--- config.mk ---
export PLATFORM = sky130hd
export DESIGN_NAME = uart_tx_fifo_ctrl
export DESIGN_NICKNAME = d
export VERILOG_FILES = /design/src/rtl/uart_tx_fifo_ctrl.sv
export SDC_FILE = /design/constraint.sdc
export NUM_CORES = 1
export LEC_CHECK = 0
export ABC_AREA = 1
export CAP_MARGIN = 20
export CORE_MARGIN = 8
export CORE_UTILIZATION = 62
export DETAILED_ROUTE_END_ITERATION = 10
export HOLD_SLACK_MARGIN = 0.1
export PLACE_DENSITY = 0.92
export SYNTH_ARGS = -nofsm -noshare
export SYNTH_HDL_FRONTEND = slang
export SYNTH_SLANG_ARGS = --single-unit
export TNS_END_PERCENT = 30
--- constraint.sdc ---
create_clock -name clk -period 5.03 [get_ports clk]
set_input_delay 1.2575 -clock clk [delete_from_list [all_inputs] [get_ports clk]]
set_output_delay 1.2575 -clock clk [all_outputs]
set_load 0.02 [all_outputs]
--- src/rtl/uart_tx_fifo_ctrl.sv ---
// ----------------------------------------------------------------------------
// uart_tx_fifo_ctrl : TX byte FIFO feeding a one-byte-at-a-time UART launcher.
// Option macro UART_TX_FIFO_OVF_FLAG_EN adds ovf_clr/overflow.   Rev 1.0
// ----------------------------------------------------------------------------
`default_nettype none

module uart_tx_fifo_ctrl #(
  parameter int DATA_WIDTH = 8,
  parameter int ADDR_WIDTH = 3
) (
  input  logic                  clk,
  input  logic                  rst,
  input  logic                  wr_en,
  input  logic [DATA_WIDTH-1:0] wr_data,
  output logic                  full,
  output logic                  empty,
  output logic [ADDR_WIDTH:0]   count,
  input  logic                  tx_busy,
  output logic                  tx_start,
  output logic [DATA_WIDTH-1:0] tx_data
`ifdef UART_TX_FIFO_OVF_FLAG_EN
  ,
  input  logic                  ovf_clr,
  output logic                  overflow
`endif
);

  localparam int                  c_depth     = 2 ** ADDR_WIDTH;
  localparam logic [ADDR_WIDTH:0] c_depth_cnt = {1'b1, {ADDR_WIDTH{1'b0}}};
  localparam logic [ADDR_WIDTH:0] c_cnt_one   = {{ADDR_WIDTH{1'b0}}, 1'b1};
  localparam logic [ADDR_WIDTH-1:0] c_ptr_one = ADDR_WIDTH'(1);
  localparam logic [1:0]          c_to_last   = 2'd3;

  typedef enum logic [1:0] {
    ST_IDLE      = 2'd0,
    ST_WAIT_BUSY = 2'd1,
    ST_WAIT_DONE = 2'd2
  } state_t;

  state_t                state_q, state_d;
  logic [DATA_WIDTH-1:0] mem_q [c_depth];
  logic [ADDR_WIDTH-1:0] wr_ptr_q, wr_ptr_d;
  logic [ADDR_WIDTH-1:0] rd_ptr_q, rd_ptr_d;
  logic [ADDR_WIDTH:0]   count_q, count_d;
  logic                  full_q, full_d;
  logic                  empty_q, empty_d;
  logic                  tx_start_q, tx_start_d;
  logic [DATA_WIDTH-1:0] tx_data_q, tx_data_d;
  logic [1:0]            to_cnt_q, to_cnt_d;
  logic                  w_wr_acc;
  logic                  w_pop;

  // Launch FSM; a frame whose busy never appears is abandoned after 4 cycles.
  always_comb begin
    state_d    = state_q;
    tx_start_d = 1'b0;
    tx_data_d  = tx_data_q;
    to_cnt_d   = to_cnt_q;
    w_pop      = 1'b0;
    case (state_q)
      ST_IDLE: begin
        if (!empty_q) begin
          w_pop      = 1'b1;
          tx_start_d = 1'b1;
          tx_data_d  = mem_q[rd_ptr_q];
          to_cnt_d   = 2'd0;
          state_d    = ST_WAIT_BUSY;
        end
      end
      ST_WAIT_BUSY: begin
        if (tx_busy) begin
          state_d = ST_WAIT_DONE;
        end else if (to_cnt_q == c_to_last) begin
          state_d = ST_IDLE;
        end else begin
          to_cnt_d = to_cnt_q + 2'd1;
        end
      end
      ST_WAIT_DONE: begin
        if (!tx_busy) begin
          state_d = ST_IDLE;
        end
      end
      default: state_d = ST_IDLE;
    endcase
  end

  // A write while full is dropped regardless of a same-cycle pop.
  always_comb begin
    w_wr_acc = wr_en && !full_q;
    wr_ptr_d = w_wr_acc ? (wr_ptr_q + c_ptr_one) : wr_ptr_q;
    rd_ptr_d = w_pop ? (rd_ptr_q + c_ptr_one) : rd_ptr_q;
    count_d  = count_q;
    if (w_wr_acc && !w_pop) begin
      count_d = count_q + c_cnt_one;
    end else if (!w_wr_acc && w_pop) begin
      count_d = count_q - c_cnt_one;
    end
    full_d  = (count_d == c_depth_cnt);
    empty_d = (count_d == '0);
  end

  always_ff @(posedge clk) begin
    if (rst) begin
      state_q    <= ST_IDLE;
      wr_ptr_q   <= '0;
      rd_ptr_q   <= '0;
      count_q    <= '0;
      full_q     <= 1'b0;
      empty_q    <= 1'b1;
      tx_start_q <= 1'b0;
      tx_data_q  <= '0;
      to_cnt_q   <= 2'd0;
    end else begin
      state_q    <= state_d;
      wr_ptr_q   <= wr_ptr_d;
      rd_ptr_q   <= rd_ptr_d;
      count_q    <= count_d;
      full_q     <= full_d;
      empty_q    <= empty_d;
      tx_start_q <= tx_start_d;
      tx_data_q  <= tx_data_d;
      to_cnt_q   <= to_cnt_d;
    end
  end

  // Storage is intentionally not reset.
  always_ff @(posedge clk) begin
    if (w_wr_acc && !rst) begin
      mem_q[wr_ptr_q] <= wr_data;
    end
  end

  assign full     = full_q;
  assign empty    = empty_q;
  assign count    = count_q;
  assign tx_start = tx_start_q;
  assign tx_data  = tx_data_q;

`ifdef UART_TX_FIFO_OVF_FLAG_EN
  logic overflow_q, overflow_d;

  // Sticky; a drop in the same cycle as a clear keeps the flag set.
  always_comb begin
    overflow_d = overflow_q;
    if (wr_en && full_q) begin
      overflow_d = 1'b1;
    end else if (ovf_clr) begin
      overflow_d = 1'b0;
    end
  end

  always_ff @(posedge clk) begin
    if (rst) begin
      overflow_q <= 1'b0;
    end else begin
      overflow_q <= overflow_d;
    end
  end

  assign overflow = overflow_q;
`endif

endmodule

`default_nettype wire

---- After elaboration in Yosys (flattened, before gate mapping) ----
Memories as Yosys holds them, arrays and structs flattened. A register that Yosys moved wholly into a read port is not among the register bits.
Index checks and enable logic that the tools add are counted.
storage, ports and cells
  register bits after elaboration ......... 17
  output and inout bits ................... 15
  memories kept ........................... 1
  RAM bits ................................ 64
  logic and storage cells ................. 53
  bits of input ports ..................... 12
memory list
  name   depth  width  rd ports  clocked after memory_dff  write ports  RTL line  source
  mem_q  8      8      1         1                         1            41        logic [DATA_WIDTH-1:0] mem_q [c_depth];
cells by class
  mux-type cells .......................... 15
  reduce and logical (&&, ||, !) cells .... 14
  bitwise logic cells ..................... 1
  equality and inequality tests ........... 9
  add/subtract/negate cells ............... 5
operators by type and width
  cell                 number
  $mux 2               7
  $mux 4               2
  $ne 2x2->1 const B   4
  $add 3x1->3 const B  2
  $pmux 2 s3           1
  $add 4x1->4 const B  1
  $eq 2x2->1 const B   2
  $eq 4x4->1 const B   1
  $logic_and 1x1->1    4
  $logic_not 1->1      4
  $logic_not 4->1      1
  $mux 1               4
  $pmux 2 s2           1
  $reduce_and 4->1     1
  $sub 4x1->4 const B  1
  $ne 3x3->1 const B   1
  $reduce_and 3->1     1
  $add 2x1->2 const B  1
  $eq 2x1->1 const B   1
  $logic_not 2->1      1
  $reduce_and 2->1     1
  $reduce_bool 2->1    1
  $not 1->1            1

---- Logic depth before layout (Yosys ltp) ----
  depth in word-level cells ............... 7
  gate-level depth with buffers ........... 10
  mapped depth without buffers ............ 10

---- Worst setup path after synthesis ----
Ideal clock, no wire load.
  path type ............................... in2reg
  start ................................... input port rst
  end ..................................... memory mem_q[2][0] (enable)
  slack ................................... 2.350 ns
  buffers on the path ..................... 1
  data required time ...................... 4.647 ns
  data arrival time ....................... 2.297 ns
  stages .................................. 4
  library setup time ...................... 0.383 ns
  cell sequence ........................... clkbuf_1 > inv_1 > nand2_1 > nor3_1
on the way
  word-level cells in the longest chain between the ends .. 4
ends and longest elaborated chain
  item                          RTL line  source
  from (decl)                   12        input logic rst,
  $logic_not 1->1               129       if (w_wr_acc && !rst) begin
  $logic_and 1x1->1             129
  $mux 1                        129
  $mux 1 (implied by the code)  130       mem_q[wr_ptr_q] <= wr_data;
  to (decl)                     41
No other way between the ends.

---- Worst setup path in the final report ----
  start ................................... input port rst
  end ..................................... memory mem_q[4][0] (enable)
Same word-level chain as after synthesis.

==> flow_metrics.env <==
export IMPL_worstSetupEndpoint="mem_q[4][0]"
export IMPL_crit_chain="clkdlybuf4s50_1 > inv_1 > nand2_1 > nor3_1"
export IMPL_rsz0062_at_grt="no"
export IMPL_gp_congestion=0.879
export IMPL_synthDistinctLibCells=27
export IMPL_ys_async_sr_fraction_pct=0
export IMPL_grt_first_pass_wirelength_um=12700
export IMPL_die_h_um=92.9
export IMPL_areaGrowthSynthToFinish_pct=13.0
export IMPL_reg2reg_slack_ns=3.01
export IMPL_grt_pass1_vias=2627
export IMPL_tns_ns=0
export IMPL_ant_nets=0
export IMPL_synth_most_common_cell="nor2_1"
export IMPL_rr_endpoint="mem_q[4][0]"
export IMPL_num_vias=2779
export IMPL_synthAdderAreaFrac_pct=1.71
export IMPL_n_antenna_cell=0
export IMPL_worst_slack_ns=1.54
export IMPL_pre_cts_ws_ns=1.25
export IMPL_power_density_nw_per_um2=516
export IMPL_die_width_um=92.9
export IMPL_cp_start_kind="input port"
export IMPL_cts_sinks=89
export IMPL_slowest_delay_ns=0.82
export IMPL_cts_buffer_depth=2
export IMPL_portBuffers=26
export IMPL_ff2ff_path_depth=5
export IMPL_status="completed"
export IMPL_synth_top_family_by_area="simple AND/OR/NAND/NOR gates"
export IMPL_hold_buffers=0
export IMPL_yosysTopAreaCellShare_pct=52.4
export IMPL_dp_hpwl_um=5200
export IMPL_fin_skew_ns=0.0141
export IMPL_drt_iter0_drc=396
export IMPL_max_slew_margin_rel_pct=30.5
export IMPL_seq_area_um2=2420
export IMPL_hold_viol_final=0
export IMPL_drt_pass1_iterations=5
export IMPL_synthCells=353
export IMPL_finalSetupViolCount=0
export IMPL_clockRootBuffer="clkbuf_8"
export IMPL_synth_mux_area_share_pct=0
export IMPL_cts_tree="yes"
export IMPL_grt_overflow=0
export IMPL_netlist_top_cells_count="nor2_1, edfxtp_1, nand2_1, nand3_1, dfxtp_1"
export IMPL_synth_area_um2=3660
export IMPL_yosysWarnings=0
export IMPL_critPathBufInv=2
export IMPL_vias_per_cell=6.07
export IMPL_leakagePower_uw=0.00149
export IMPL_crit_path_top_delay_cell="nor3_1"
export IMPL_postCtsSetupRepairBufs=0
export IMPL_slew_violations=0
export IMPL_max_freq_mhz=286
export IMPL_worstPathMaxFanout=19
export IMPL_rr_startpoint="full"
export IMPL_maxCapViolations=0
export IMPL_ys_top_cells_by_area="edfxtp_1, dfxtp_1, nor2_1"
export IMPL_synthSimpleGateAreaFrac_pct=19.7
export IMPL_crit_path_end_kind="register"
export IMPL_wl_um=8210
export IMPL_synth_compound_gate_area_share_pct=7.85
export IMPL_numCtsBuffers=9
export IMPL_critical_path_top_delay_family="buffers and inverters"
export IMPL_rows=28
export IMPL_cp_arrival_ns=3.46
export IMPL_n_fill_cell=397
export IMPL_ctsResizeCount=0
export IMPL_worstSetupPathType="input port to register"
export IMPL_multi_input_area_um2=1070
export IMPL_drt_wirelength_per_cell_um=17.9
export IMPL_post_route_period_util_pct=69.4
export IMPL_period_needed_ns=3.49
export IMPL_start_util_pct=63.0
export IMPL_die_area_um2=8630
export IMPL_syn_avg_cell_area_um2=10.4
export IMPL_ir_drop_uv=357
export IMPL_synth_seq_area_share_pct=66.1
export IMPL_grtUsageTotal_pct=19.5
export IMPL_cp_startpoint="rst"
export IMPL_clk_transition_reported_paths_ns=0.09
export IMPL_drc=0
export IMPL_cp_depth=4
export IMPL_worst_slew_pin_slew_ns=1.03
export IMPL_grt_antenna_before_repair=0
export IMPL_ioPinCount=27
export IMPL_yosys_area_top_type="edfxtp_1"
export IMPL_synthFlopType="edfxtp_1"
export IMPL_synth_seq_cells=89
export IMPL_synth_xor_area_share_pct=0
export IMPL_nets=395
export IMPL_syn_nets=370
export IMPL_grt_max_degree=35
export IMPL_htreeDepth=3
export IMPL_critPathRequiredTime_ns=5.00
export IMPL_clock_latency_ns=0.36
export IMPL_layout_drive_gt1_share_pct=7.31
export IMPL_synth_edff_count=64
export IMPL_hp_class="register to register"
export IMPL_core_area_um2=5820
[tightest hold or removal path, stage by stage (launching register included)]
cell,delay [ns]
dfxtp_1,0.32
nand2_1,0.06
a21oi_1,0.05
[worst min-delay path by stage]
stage	start	endpoint	slack, ns	cells after the start
floorplan	to_cnt_q[0]	to_cnt_q[0]	0.43	1
global placement	tx_data[2]	tx_data[2]	0.45	2
detailed placement	tx_data[1]	tx_data[1]	0.46	2
CTS	tx_data[1]	tx_data[1]	0.47	2
global route	tx_data[5]	tx_data[5]	0.49	2
finish	tx_data[1]	tx_data[1]	0.47	2
[cell families (layout without fill, tap and decap cells)]
kind of cell / after synthesis / count (layout)
and+or+nand+nor: 167 / 167
DFF: 89 / 89
AOI/OAI and AO/OA: 57 / 57
buffers and inverters: 35 / 65
adders and majority gates: 5 / 5
[report_power, final]
part           internal (uW)  switching [uW]  total [uW]
logic                    266             479         744
clock network            224             232         456
registers                860            76.5         937
total                   1350             787        2140
[flip-flops by register name, indices dropped and copies added (netlist names)]
signal    cells
full          1
state_q       2
empty         1
wr_ptr_q      3
to_cnt_q      2
tx_start      1
mem_q        64
rd_ptr_q      3
tx_data       8
count         4
[metal layers]
metal	share of wire (%)	wire, um	vias to the layer above	GRT usage, %
met5	0	0	-	0
met4	3.6	292	0	14.5
met3	11	924	29	4.29
met2	49	4000	188	30.8
met1	36	2990	1305	23.0
li1	-	-	1257	-
[placed cells by master, fill, tap and decap left out, types with 4 or more instances in the layout]
| cell | netlist | final |
|---|---|---|
| nor2_1 | 82 | 82 |
| edfxtp_1 | 64 | 64 |
| nand2_1 | 35 | 35 |
| nand3_1 | 34 | 34 |
| clkdlybuf4s50_1 | 0 | 26 |
| dfxtp_1 | 25 | 25 |
| o21ai_0 | 24 | 24 |
| o21ai_1 | 16 | 16 |
| a21oi_1 | 16 | 16 |
| inv_1 | 14 | 14 |
| clkbuf_8 | 0 | 9 |
| inv_2 | 5 | 5 |
| ha_1 | 5 | 5 |
| nor3_1 | 4 | 4 |
| clkinv_1 | 1 | 4 |
[cell type report]
type,instances,share of cell area (%)
clock buffers,11,3.17
inverters,20,1.81
repair buffers,29,7.25
clock inverters,5,1.12
flip-flops and latches,89,58.5
multi-input cells,229,25.9
well taps,75,2.27
[per-stage QoR]
step	power (uW)	util (%)	area, um2	hold slack (ns)	instances
6_report	2140	71.2	4140	0.470	458
3_3_place_gp	1610	67.5	3930	0.454	439
5_1_grt	2250	71.2	4140	0.494	458
2_1_floorplan	1440	-	3660	0.433	353
4_1_cts	2100	70.5	4100	0.469	455
3_5_place_dp	1640	67.5	3930	0.457	439
Note: power is estimated with default switching activity, not from simulation.
